[src/rtl/halt_detector.sv]
// halt_detector: counts consecutive pc_out==HALT_PC cycles (clk, reset, pc_out in; match, one-cycle halted pulse out)
module halt_detector #(
  parameter logic [63:0] HALT_PC = 64'h60,
  parameter int SETTLE_CYCLES = 4
) (
  input  logic        clk,
  input  logic        reset,
  input  logic [63:0] pc_out,
  output logic        match,
  output logic        halted
);
  localparam int CW = $clog2(SETTLE_CYCLES + 1);
  logic [CW-1:0] cnt;
  assign match = pc_out == HALT_PC;
  assign halted = match && cnt == CW'(SETTLE_CYCLES - 1);
  always_ff @(posedge clk)
    cnt <= reset || !match ? '0 : halted || cnt == CW'(SETTLE_CYCLES) ? CW'(SETTLE_CYCLES) : cnt + 1'b1;
endmodule

[config.mk]
export PLATFORM = sky130hd
export DESIGN_NAME = halt_detector
export DESIGN_NICKNAME = d
export VERILOG_FILES = /design/src/rtl/halt_detector.sv
export SDC_FILE = /design/constraint.sdc
export NUM_CORES = 1
export LEC_CHECK = 0
export BUFFER_PORTS_ARGS = -buffer_cell sky130_fd_sc_hd__buf_4
export CAP_MARGIN = 20
export CORE_MARGIN = 1
export CORE_UTILIZATION = 25
export CTS_CLUSTER_SIZE = 40
export DETAILED_ROUTE_END_ITERATION = 6
export GPL_ROUTABILITY_DRIVEN = 0
export PLACE_DENSITY = 0.92
export SLEW_MARGIN = 15
export SYNTH_ARGS = -nofsm -noshare
export SYNTH_HDL_FRONTEND = slang
export SYNTH_SLANG_ARGS = --single-unit
[constraint.sdc]
create_clock -name clk -period 2.85 [get_ports clk]
set_input_delay 0.1425 -clock clk [delete_from_list [all_inputs] [get_ports clk]]
set_output_delay 0.1425 -clock clk [all_outputs]
set_load 0.02 [all_outputs]
==> results of run 1 <==
-- logic make-up (layout without fill, tap and decap cells) --
family | after synthesis | after routing | synth area share (%)
AO/OA/AOI/OAI | 2 | 2 | 3.04
adder cells (fa/ha/maj) | 3 | 3 | 11.4
AND/OR/NAND/NOR | 26 | 26 | 63.9
flip-flops | 3 | 3 | 18.3
buffers and inverters | 3 | 74 | 3.42
-- per-layer routing --
| layer | global-route usage [%] | up-vias | part of all wire (%) |
|---|---|---|---|
| met5 | 0 | - | 0 |
| met4 | 5.36 | 0 | 0.47 |
| met3 | 0.581 | 2 | 9.1 |
| met2 | 51.7 | 41 | 62 |
| met1 | 13.7 | 268 | 28 |
| li1 | - | 299 | - |
-- power groups by stage --
stage	Sequential, mW	Combinational, mW	Clock [mW]
detailed placement	0.0429	0.0765	0
global route	0.0422	0.0815	0.0781
finish	0.0422	0.0760	0.0759
global placement	0.0429	0.0741	0
floorplan	0.0429	0.00561	0
CTS	0.0422	0.0767	0.0754
-- worst paths after layout --
kind	start	endpoint	slack [ps]	cells after the start
worst max-delay path	pc_out[13]	halted	1290	6
worst min-delay path	reset	cnt[1]	230	2
worst max register to register	cnt[0]	cnt[2]	1570	5
worst min register to register	cnt[0]	cnt[0]	610	2
-- Yosys cell counts --
library cell,n,share of area [%]
a21oi_1,2,3.0
and2_2,2,4.6
inv_1,3,3.4
nand4_1,4,7.6
dfxtp_1,3,18
nor4_1,11,21
nor2_1,1,1.1
nor4bb_1,1,3.0
and3_1,1,1.9
nor4_2,4,15
nor4_4,1,6.5
and4b_1,1,3.0
ha_1,3,11
-- metrics by stage --
| stage | util [%] | hold slack [ps] | cells | cell area [um^2] | total power, mW |
|---|---|---|---|---|---|
| after floorplan | - | 357 | 37 | 329 | 0.0485 |
| after global placement | 72.5 | 469 | 118 | 850 | 0.117 |
| after detailed placement | 72.5 | 473 | 118 | 850 | 0.119 |
| after CTS | 74.8 | 239 | 122 | 876 | 0.194 |
| after global routing | 74.8 | 242 | 122 | 876 | 0.202 |
| final | 74.8 | 234 | 122 | 876 | 0.194 |
-- layout make-up --
| cell class | count | share of cell area (%) |
|---|---|---|
| sequential | 3 | 6.86 |
| timing repair buffer | 67 | 57.4 |
| multi-input combinational | 31 | 29.4 |
| clock buffer | 4 | 3.00 |
| tap | 14 | 2.00 |
| inverter | 3 | 1.29 |
==> run_summary.xml, run 1 <==
<?xml version="1.0" encoding="UTF-8"?>
<metrics>
  <group name="timing">
    <metric name="finalWorstPathRequiredPeriod" unit="ps">1560</metric>
    <metric name="max_freq" unit="MHz">640</metric>
    <metric name="clock-skew-final" unit="ps">2.51</metric>
    <metric name="max-slew-margin-rel" unit="%">80.4</metric>
    <metric name="fin_ws" unit="ps">1290</metric>
    <metric name="finalSetupViolCount" unit="">0</metric>
    <metric name="tightest_pin_transition" unit="ps">292</metric>
    <metric name="report.final.hold_viol_count" unit="">0</metric>
    <metric name="setup_tns" unit="ps">0</metric>
    <metric name="min_period_over_period" unit="%">54.8</metric>
    <metric name="final-max-slew-violation-count" unit="">0</metric>
    <metric name="grt_setup_unrepaired" unit="">false</metric>
  </group>
  <group name="power">
    <metric name="power_frac_seq" unit="%">21.8</metric>
    <metric name="vdd.ir_drop.worst" unit="V">0.000135</metric>
    <metric name="net-switching-power" unit="uW">39.9</metric>
    <metric name="power.density_cell_area" unit="nW/um^2">222</metric>
    <metric name="clkPwrFrac" unit="%">39.1</metric>
    <metric name="leakage" unit="nW">0.441</metric>
    <metric name="combinationalPowerShare" unit="%">39.2</metric>
    <metric name="netSwitchingFraction" unit="%">20.6</metric>
    <metric name="internal_power" unit="uW">154</metric>
  </group>
  <group name="clock_network">
    <metric name="clock_latency" unit="ps">240</metric>
    <metric name="postCtsHoldBufs" unit="">0</metric>
    <metric name="cts.repair_timing.setup_buffer_count" unit="">0</metric>
    <metric name="clk_transition_reported_paths" unit="ps">30</metric>
    <metric name="cts_max_path_buffers" unit="">2</metric>
    <metric name="cts_tree" unit="">done</metric>
    <metric name="cts.htree.levels" unit="">1</metric>
    <metric name="cts.repair.resized" unit="">0</metric>
    <metric name="cts_buffers" unit="">3</metric>
    <metric name="clock_sinks" unit="">3</metric>
    <metric name="ctsRootBufferMaster" unit="">clkbuf_4</metric>
  </group>
  <group name="die">
    <metric name="die_height" unit="um">38.3</metric>
    <metric name="initial_utilization" unit="%">28.1</metric>
    <metric name="core_region_area" unit="um^2">1170</metric>
    <metric name="die-width" unit="um">38.3</metric>
    <metric name="placement_rows" unit="">12</metric>
    <metric name="floorplan.die_area" unit="um^2">1470</metric>
    <metric name="floorplan.io_pins" unit="">68</metric>
  </group>
  <group name="placed_design">
    <metric name="port_buffers" unit="">67</metric>
    <metric name="detailedPlace.worstSlack" unit="ps">1270</metric>
  </group>
  <group name="cells_and_area">
    <metric name="most-common-layout-cells" unit="">67 x buf_4, 11 x nor4_1, 4 x nor4_2, 4 x nand4_1</metric>
    <metric name="drive_gt1_share" unit="%">71.3</metric>
    <metric name="post_layout_net_count" unit="">178</metric>
    <metric name="biggest_register" unit="">cnt</metric>
    <metric name="largestRegisters" unit="">cnt: 3 flops</metric>
    <metric name="largest_register_ff_count" unit="">3</metric>
    <metric name="fillCellCount" unit="">97</metric>
    <metric name="area_taken_by_multi_input_logic_gates" unit="um^2">258</metric>
    <metric name="seq_area" unit="um^2">60.1</metric>
    <metric name="num_antenna_cells" unit="">0</metric>
    <metric name="leading_cell_type_in_the_layout_fill_and_taps_excluded" unit="">buf_4</metric>
    <metric name="flow.area_growth_from_synthesis" unit="%">166</metric>
  </group>
  <group name="drt">
    <metric name="vias" unit="">610</metric>
    <metric name="post_drt_wl_per_cell" unit="um">12.1</metric>
    <metric name="wl" unit="um">1480</metric>
    <metric name="drt-vias-per-instance" unit="">5.00</metric>
    <metric name="ant_nets" unit="">0</metric>
    <metric name="remaining_drc_errors" unit="">0</metric>
    <metric name="drt_first_iter_violations" unit="">8</metric>
    <metric name="drt-pass1-iter-count" unit="">4</metric>
  </group>
  <group name="global_routing">
    <metric name="grt_util_all_layers" unit="%">20.4</metric>
    <metric name="vias_in_the_first_global_route" unit="">603</metric>
    <metric name="grt_first_pass_wirelength" unit="um">2120</metric>
    <metric name="grt_antenna_before_repair" unit="">0</metric>
    <metric name="grt_max_degree" unit="">6</metric>
    <metric name="grt_overflow_total" unit="">0</metric>
  </group>
  <group name="synth">
    <metric name="total_nets_after_synthesis" unit="">106</metric>
    <metric name="synth-seq-area-share" unit="%">18.3</metric>
    <metric name="syn-cell-area" unit="um^2">329</metric>
    <metric name="yosys_register_bits" unit="">3</metric>
    <metric name="synthDistinctLibCells" unit="">13</metric>
    <metric name="post_synth_inst_count" unit="">37</metric>
    <metric name="post_synth.cell_area_avg" unit="um^2">8.89</metric>
    <metric name="yosysWarnings" unit="">0</metric>
  </group>
  <group name="hold_path">
    <metric name="min_path_type" unit="">in2reg</metric>
  </group>
  <group name="outcome">
    <metric name="run_status" unit="">finished clean</metric>
  </group>
  <group name="worst_setup_path">
    <metric name="critical-path-max-stage-delay" unit="ps">360</metric>
    <metric name="worst_setup_path_start_kind" unit="">input port</metric>
    <metric name="critPathRequiredTime" unit="ps">2710</metric>
    <metric name="crit_path_cell_trace" unit="">buf_4 &gt; nor4_1 &gt; nand4_1 &gt; nor4_4 &gt; and2_2 &gt; buf_4</metric>
    <metric name="worstPathArrival" unit="ps">1420</metric>
    <metric name="worst_setup_path_end_kind" unit="">output pin</metric>
    <metric name="crit_family" unit="">simple AND/OR/NAND/NOR gates</metric>
    <metric name="critical_path.max_fanout" unit="">5</metric>
    <metric name="setup.worst_path.class" unit="">in2out</metric>
    <metric name="cp_common_cell" unit="">buf_4</metric>
    <metric name="timing.critical_path.slowest_stage_cell" unit="">nor4_4</metric>
    <metric name="timing.critical_path.buf_inv" unit="">2</metric>
  </group>
  <group name="flow_run">
    <metric name="timing.max_cap.violations" unit="">0</metric>
  </group>
</metrics>
(Power assumes the default switching activity.)
==> run 2: changes to the inputs <==
--- a/config.mk
+++ b/config.mk
@@ -8,11 +8,11 @@
 export BUFFER_PORTS_ARGS = -buffer_cell sky130_fd_sc_hd__buf_4
 export CAP_MARGIN = 20
 export CORE_MARGIN = 1
-export CORE_UTILIZATION = 25
+export CORE_UTILIZATION = 21
 export CTS_CLUSTER_SIZE = 40
 export DETAILED_ROUTE_END_ITERATION = 6
 export GPL_ROUTABILITY_DRIVEN = 0
-export PLACE_DENSITY = 0.92
+export PLACE_DENSITY = 0.84
 export SLEW_MARGIN = 15
 export SYNTH_ARGS = -nofsm -noshare
 export SYNTH_HDL_FRONTEND = slang
==> constraint.sdc (replaced) <==
create_clock -name clk -period 1.35 [get_ports clk]
set_input_delay 0.0675 -clock clk [delete_from_list [all_inputs] [get_ports clk]]
set_output_delay 0.0675 -clock clk [all_outputs]
set_load 0.02 [all_outputs]
==> run 2 against run 1 <==
Combinational power increased by 140%; hold slack got worse by 86 ps; clock power increased by 110%; count of clock-buffer cells in the layout unchanged; first-iteration DRC count decreased by 100%; sequential power increased by 110%; setup slack got worse by 1200 ps; die area increased by 18%; register-to-register slack got worse by 1500 ps; utilization decreased by 4.4 points; via count increased by 2.3%; routed wire length increased by 11%.
==> run_summary.xml, run 2 (same netlist as run 1, synthesis figures left out) <==
<?xml version="1.0" encoding="UTF-8"?>
<metrics>
  <group name="power">
    <metric name="leakage" unit="nW">0.471</metric>
    <metric name="net-switching-power" unit="uW">94.6</metric>
    <metric name="internal_power" unit="uW">334</metric>
    <metric name="netSwitchingFraction" unit="%">22.1</metric>
    <metric name="design_power_total" unit="uW">428</metric>
    <metric name="power.density_cell_area" unit="nW/um^2">440</metric>
    <metric name="combinationalPowerShare" unit="%">42.0</metric>
    <metric name="vdd.ir_drop.worst" unit="V">0.000354</metric>
    <metric name="clkPwrFrac" unit="%">37.2</metric>
    <metric name="power_frac_seq" unit="%">20.8</metric>
  </group>
  <group name="placed_design">
    <metric name="detailedPlace.worstSlack" unit="ps">-28.4</metric>
    <metric name="dp.final_hpwl" unit="um">1420</metric>
    <metric name="port_buffers" unit="">67</metric>
    <metric name="placed_area" unit="um^2">858</metric>
    <metric name="place.detailed.instances" unit="">120</metric>
  </group>
  <group name="worst_setup_path">
    <metric name="crit_family" unit="">adder cells</metric>
    <metric name="critPathRequiredTime" unit="ps">1280</metric>
    <metric name="worst_setup_path_start_kind" unit="">flop</metric>
    <metric name="timing.critical_path.buf_inv" unit="">1</metric>
    <metric name="timing.critical_path.slowest_stage_cell" unit="">dfxtp_1</metric>
    <metric name="worstPathArrival" unit="ps">1240</metric>
    <metric name="cp_common_cell" unit="">ha_1</metric>
    <metric name="critical-path-max-stage-delay" unit="ps">320</metric>
    <metric name="setup.worst_path.class" unit="">reg2out</metric>
    <metric name="worst_setup_path_end_kind" unit="">output pin</metric>
    <metric name="crit_path_cell_trace" unit="">ha_1 &gt; ha_1 &gt; and2_4 &gt; buf_6</metric>
    <metric name="critical_path.max_fanout" unit="">3</metric>
  </group>
  <group name="clock_network">
    <metric name="cts_max_path_buffers" unit="">2</metric>
    <metric name="clk_transition_reported_paths" unit="ps">40</metric>
    <metric name="clock_sinks" unit="">3</metric>
    <metric name="ctsRootBufferMaster" unit="">clkbuf_4</metric>
    <metric name="cts_tree" unit="">done</metric>
    <metric name="cts.htree.levels" unit="">1</metric>
    <metric name="clock_latency" unit="ps">230</metric>
    <metric name="cts_buffers" unit="">3</metric>
    <metric name="postCtsHoldBufs" unit="">0</metric>
  </group>
  <group name="outcome">
    <metric name="run_status" unit="">finished clean</metric>
  </group>
  <group name="cells_and_area">
    <metric name="largest_register_ff_count" unit="">3</metric>
    <metric name="biggest_register" unit="">cnt</metric>
    <metric name="post_layout_net_count" unit="">180</metric>
    <metric name="flow.area_growth_from_synthesis" unit="%">196</metric>
    <metric name="largestRegisters" unit="">cnt: 3 flops</metric>
    <metric name="postLayoutCellArea" unit="um^2">973</metric>
    <metric name="finalNonFillerCells" unit="">125</metric>
    <metric name="num_antenna_cells" unit="">0</metric>
    <metric name="finalCoreUtilization" unit="%">70.4</metric>
    <metric name="leading_cell_type_in_the_layout_fill_and_taps_excluded" unit="">buf_4</metric>
    <metric name="drive_gt1_share" unit="%">79.1</metric>
    <metric name="most-common-layout-cells" unit="">65 x buf_4, 9 x nor4_2, 5 x nor4_1</metric>
  </group>
  <group name="timing">
    <metric name="finalSetupViolCount" unit="">0</metric>
    <metric name="min_period_over_period" unit="%">96.6</metric>
    <metric name="finalWorstPathRequiredPeriod" unit="ps">1300</metric>
    <metric name="clock-skew-final" unit="ps">0.532</metric>
    <metric name="grt_setup_unrepaired" unit="">true</metric>
    <metric name="fin_ws" unit="ps">45.7</metric>
    <metric name="max-slew-margin-rel" unit="%">84.1</metric>
    <metric name="final-max-slew-violation-count" unit="">0</metric>
    <metric name="report.final.hold_viol_count" unit="">0</metric>
    <metric name="setup_tns" unit="ps">0</metric>
    <metric name="max_freq" unit="MHz">767</metric>
    <metric name="tightest_pin_transition" unit="ps">236</metric>
    <metric name="final.hold.worst_slack" unit="ps">149</metric>
  </group>
  <group name="global_routing">
    <metric name="grt_antenna_before_repair" unit="">0</metric>
    <metric name="grt_util_all_layers" unit="%">17.2</metric>
    <metric name="grt_max_degree" unit="">5</metric>
    <metric name="grt_overflow_total" unit="">0</metric>
    <metric name="grt_first_pass_wirelength" unit="um">2320</metric>
    <metric name="vias_in_the_first_global_route" unit="">660</metric>
  </group>
  <group name="drt">
    <metric name="ant_nets" unit="">0</metric>
    <metric name="vias" unit="">624</metric>
    <metric name="remaining_drc_errors" unit="">0</metric>
    <metric name="post_drt_wl_per_cell" unit="um">13.2</metric>
    <metric name="drt-pass1-iter-count" unit="">1</metric>
    <metric name="wl" unit="um">1650</metric>
    <metric name="drt_first_iter_violations" unit="">0</metric>
    <metric name="drt-vias-per-instance" unit="">4.99</metric>
  </group>
  <group name="die">
    <metric name="initial_utilization" unit="%">23.8</metric>
    <metric name="floorplan.die_area" unit="um^2">1730</metric>
    <metric name="die-width" unit="um">41.6</metric>
    <metric name="core_region_area" unit="um^2">1380</metric>
    <metric name="die_height" unit="um">41.6</metric>
    <metric name="placement_rows" unit="">13</metric>
    <metric name="floorplan.io_pins" unit="">68</metric>
  </group>
  <group name="hold_path">
    <metric name="min_path_type" unit="">in2reg</metric>
  </group>
  <group name="flow_run">
    <metric name="timing.max_cap.violations" unit="">0</metric>
  </group>
</metrics>
run 2: changes by cell type in the layout (fill, tap and decap cells not counted), sizes merged:
cell / delta
buf: +2
run 2: repair_timing:
action	CTS	global route
pin swaps	1	6
setup endpoints to repair	1	3
resized for setup	1	14
buffers inserted	0	1
run 2: area by class of cell:
class | instances | area (um^2)
Multi-Input combinational cell | 31 | 324
Inverter | 3 | 11.3
Sequential cell | 3 | 60.1
Tap cell | 15 | 18.8
Fill cell | 115 | 409
Clock buffer | 4 | 26.3
Timing Repair Buffer | 69 | 533
run 2: path summary, 6_finish.rpt:
path / start / end / slack, ps / depth (start not counted)
min: reset / cnt[1] / 150 / 2
max: cnt[0] / halted / 50 / 4
min reg2reg: cnt[2] / cnt[0] / 610 / 2
max reg2reg: cnt[0] / cnt[2] / 100 / 5
run 2: per-layer routing:
| layer | wire (um) | global-route usage [%] | vias up |
|---|---|---|---|
| met5 | 0 | 0 | - |
| met4 | 19 | 6.45 | 0 |
| met3 | 145 | 6.52 | 2 |
| met2 | 1020 | 38.1 | 41 |
| met1 | 459 | 11.8 | 279 |
| li1 | - | - | 302 |
run 2: power groups by stage:
stage | clock network (mW) | logic (mW) | registers (mW)
floorplan | 0 | 0.0119 | 0.0905
global placement | 0 | 0.156 | 0.0905
detailed placement | 0 | 0.162 | 0.0905
CTS | 0.164 | 0.164 | 0.0891
global route | 0.171 | 0.191 | 0.0890
finish | 0.159 | 0.180 | 0.0891
==> run 3: changes to the inputs <==
--- a/config.mk
+++ b/config.mk
@@ -7,7 +7,7 @@
 export LEC_CHECK = 0
 export BUFFER_PORTS_ARGS = -buffer_cell sky130_fd_sc_hd__buf_4
 export CAP_MARGIN = 20
-export CORE_MARGIN = 1
+export CORE_MARGIN = 8
 export CORE_UTILIZATION = 21
 export CTS_CLUSTER_SIZE = 40
 export DETAILED_ROUTE_END_ITERATION = 6
==> run 3 against run 2 <==
Clock skew about the same; total power fell by 2.1%; first-iteration DRC count increased by 4; setup slack worse by 4.5 ps; sequential cell count unchanged; via count is 0.64% higher; sequential power about the same; count of clock-buffer cells in the layout did not move; utilization fell by 7.4 points; critical endpoint unchanged.
==> run_summary.xml, run 3 (same netlist as run 1, synthesis figures left out) <==
<?xml version="1.0" encoding="UTF-8"?>
<metrics>
  <group name="cells_and_area">
    <metric name="leading_cell_type_in_the_layout_fill_and_taps_excluded" unit="">buf_4</metric>
    <metric name="finalCoreUtilization" unit="%">63.0</metric>
    <metric name="post_layout_net_count" unit="">179</metric>
    <metric name="most-common-layout-cells" unit="">68 x buf_4, 11 x nor4_2, 4 x nand4_1, 4 x nor4_1</metric>
    <metric name="flow.area_growth_from_synthesis" unit="%">185</metric>
    <metric name="biggest_register" unit="">cnt</metric>
    <metric name="fillCellCount" unit="">120</metric>
    <metric name="num_antenna_cells" unit="">0</metric>
    <metric name="largestRegisters" unit="">cnt: 3 flops</metric>
    <metric name="postLayoutCellArea" unit="um^2">938</metric>
    <metric name="largest_register_ff_count" unit="">3</metric>
    <metric name="drive_gt1_share" unit="%">79.8</metric>
  </group>
  <group name="timing">
    <metric name="report.final.hold_viol_count" unit="">0</metric>
    <metric name="finalSetupViolCount" unit="">0</metric>
    <metric name="finalWorstPathRequiredPeriod" unit="ps">1310</metric>
    <metric name="clock-skew-final" unit="ps">0.259</metric>
    <metric name="fin_ws" unit="ps">41.3</metric>
    <metric name="min_period_over_period" unit="%">96.9</metric>
    <metric name="final-max-slew-violation-count" unit="">0</metric>
    <metric name="max-slew-margin-rel" unit="%">84.4</metric>
    <metric name="max_freq" unit="MHz">764</metric>
    <metric name="tightest_pin_transition" unit="ps">232</metric>
    <metric name="grt_setup_unrepaired" unit="">true</metric>
  </group>
  <group name="die">
    <metric name="placement_rows" unit="">14</metric>
    <metric name="floorplan.io_pins" unit="">68</metric>
    <metric name="die_height" unit="um">55.6</metric>
    <metric name="initial_utilization" unit="%">22.1</metric>
    <metric name="core_region_area" unit="um^2">1490</metric>
    <metric name="floorplan.die_area" unit="um^2">3090</metric>
    <metric name="die-width" unit="um">55.6</metric>
  </group>
  <group name="placed_design">
    <metric name="port_buffers" unit="">67</metric>
    <metric name="dp.final_hpwl" unit="um">1760</metric>
    <metric name="placed_area" unit="um^2">860</metric>
    <metric name="detailedPlace.worstSlack" unit="ps">3.03</metric>
  </group>
  <group name="drt">
    <metric name="post_drt_wl_per_cell" unit="um">16.7</metric>
    <metric name="drt-pass1-iter-count" unit="">2</metric>
    <metric name="vias" unit="">628</metric>
    <metric name="drt-vias-per-instance" unit="">5.02</metric>
    <metric name="wl" unit="um">2090</metric>
    <metric name="ant_nets" unit="">0</metric>
    <metric name="remaining_drc_errors" unit="">0</metric>
    <metric name="drt_first_iter_violations" unit="">4</metric>
  </group>
  <group name="worst_setup_path">
    <metric name="setup.worst_path.class" unit="">in2out</metric>
    <metric name="reg2reg_from" unit="">cnt[0]</metric>
    <metric name="critical_path.reg2reg.endpoint" unit="">cnt[2]</metric>
    <metric name="critical-path-max-stage-delay" unit="ps">290</metric>
    <metric name="timing.critical_path.buf_inv" unit="">2</metric>
    <metric name="worstPathArrival" unit="ps">1240</metric>
    <metric name="cp_common_cell" unit="">buf_4</metric>
    <metric name="crit_family" unit="">simple AND/OR/NAND/NOR gates</metric>
    <metric name="timing.critical_path.slowest_stage_cell" unit="">nor4_4</metric>
    <metric name="critPathRequiredTime" unit="ps">1280</metric>
    <metric name="worstRegToRegCells" unit="">5</metric>
    <metric name="critical_path.max_fanout" unit="">2</metric>
    <metric name="worst-r2r-setup-slack" unit="ps">60</metric>
    <metric name="worst_setup_path_start_kind" unit="">input port</metric>
    <metric name="worst_setup_path_end_kind" unit="">output pin</metric>
    <metric name="crit_path_cell_trace" unit="">buf_4 &gt; nor4_2 &gt; nand4_1 &gt; nor4_4 &gt; and2_2 &gt; buf_4</metric>
  </group>
  <group name="power">
    <metric name="power.density_cell_area" unit="nW/um^2">447</metric>
    <metric name="vdd.ir_drop.worst" unit="V">0.000244</metric>
    <metric name="design_power_total" unit="uW">419</metric>
    <metric name="leakage" unit="nW">0.449</metric>
  </group>
  <group name="clock_network">
    <metric name="clock_sinks" unit="">3</metric>
    <metric name="ctsRootBufferMaster" unit="">clkbuf_4</metric>
    <metric name="clk_transition_reported_paths" unit="ps">40</metric>
    <metric name="clock_latency" unit="ps">230</metric>
    <metric name="cts_tree" unit="">done</metric>
    <metric name="cts_max_path_buffers" unit="">2</metric>
    <metric name="postCtsHoldBufs" unit="">0</metric>
    <metric name="cts.htree.levels" unit="">1</metric>
    <metric name="cts_buffers" unit="">3</metric>
  </group>
  <group name="hold_path">
    <metric name="min_delay_worst_endpoint" unit="">cnt[1]</metric>
    <metric name="start_point_of_the_worst_min_delay_path" unit="">reset</metric>
    <metric name="min_delay_path_depth" unit="">2</metric>
    <metric name="min_path_type" unit="">in2reg</metric>
  </group>
  <group name="global_routing">
    <metric name="grt_overflow_total" unit="">0</metric>
    <metric name="grt_max_degree" unit="">5</metric>
    <metric name="vias_in_the_first_global_route" unit="">707</metric>
    <metric name="grt_util_all_layers" unit="%">11.2</metric>
    <metric name="grt_antenna_before_repair" unit="">0</metric>
    <metric name="grt_first_pass_wirelength" unit="um">2860</metric>
  </group>
  <group name="outcome">
    <metric name="run_status" unit="">finished clean</metric>
  </group>
  <group name="flow_run">
    <metric name="timing.max_cap.violations" unit="">0</metric>
  </group>
</metrics>
==> run 3: cell types whose count changed in the layout (fill, tap and decap cells not counted), sizes merged <==
cell	previous run	this run
buf	69	68
==> run 3: stage by stage <==
| stage | std cells | setup TNS [ps] | hold slack [ps] |
|---|---|---|---|
| 5_1_grt | 125 | -14.4 | 149 |
| 6_report | 125 | 0 | 162 |
| 2_1_floorplan | 37 | 0 | 282 |
| 3_5_place_dp | 121 | 0 | 395 |
| 3_3_place_gp | 121 | 0 | 389 |
| 4_1_cts | 125 | 0 | 147 |
==> run 3: worst max path at each step <==
stage / end / from / depth (start not counted) / slack [ps]
after floorplan: halted / pc_out[38] / 4 / 40
after global placement: cnt[1] / pc_out[29] / 6 / 40
after detailed placement: cnt[1] / pc_out[13] / 6 / 3
after CTS: halted / cnt[0] / 4 / 9
after global routing: halted / pc_out[29] / 6 / -10
final: halted / pc_out[29] / 6 / 40
==> run 3: report_power, final <==
part	switching (mW)	leakage, nW	total [mW]	internal, mW
combinational	0.0450	0.410	0.175	0.130
clock	0.0450	0.0150	0.156	0.111
sequential	0	0.0241	0.0891	0.0891
total	0.0900	0.449	0.419	0.329
==> run 3: routing by layer <==
| layer | part of all wire, % | GRT usage [%] | vias up |
|---|---|---|---|
| met5 | 0 | 0 | - |
| li1 | - | - | 302 |
| met4 | 0.91 | 6.34 | 0 |
| met1 | 30 | 8.55 | 290 |
| met2 | 60 | 22.1 | 34 |
| met3 | 8.6 | 4.79 | 2 |
==> run 3: layout make-up <==
cell class / instances / area [um^2] / share of cell area (%)
multi-input combinational: 31 / 310 / 33.1
sequential: 3 / 60.1 / 6.40
timing repair buffer: 68 / 510 / 54.4
inverter: 3 / 11.3 / 1.20
tap: 16 / 20.0 / 2.13
clock buffer: 4 / 26.3 / 2.80
==> run 3: what timing repair did <==
item                       CTS  global route
setup buffers                0             0
gates resized for setup      0             9
setup endpoints to repair    0             3
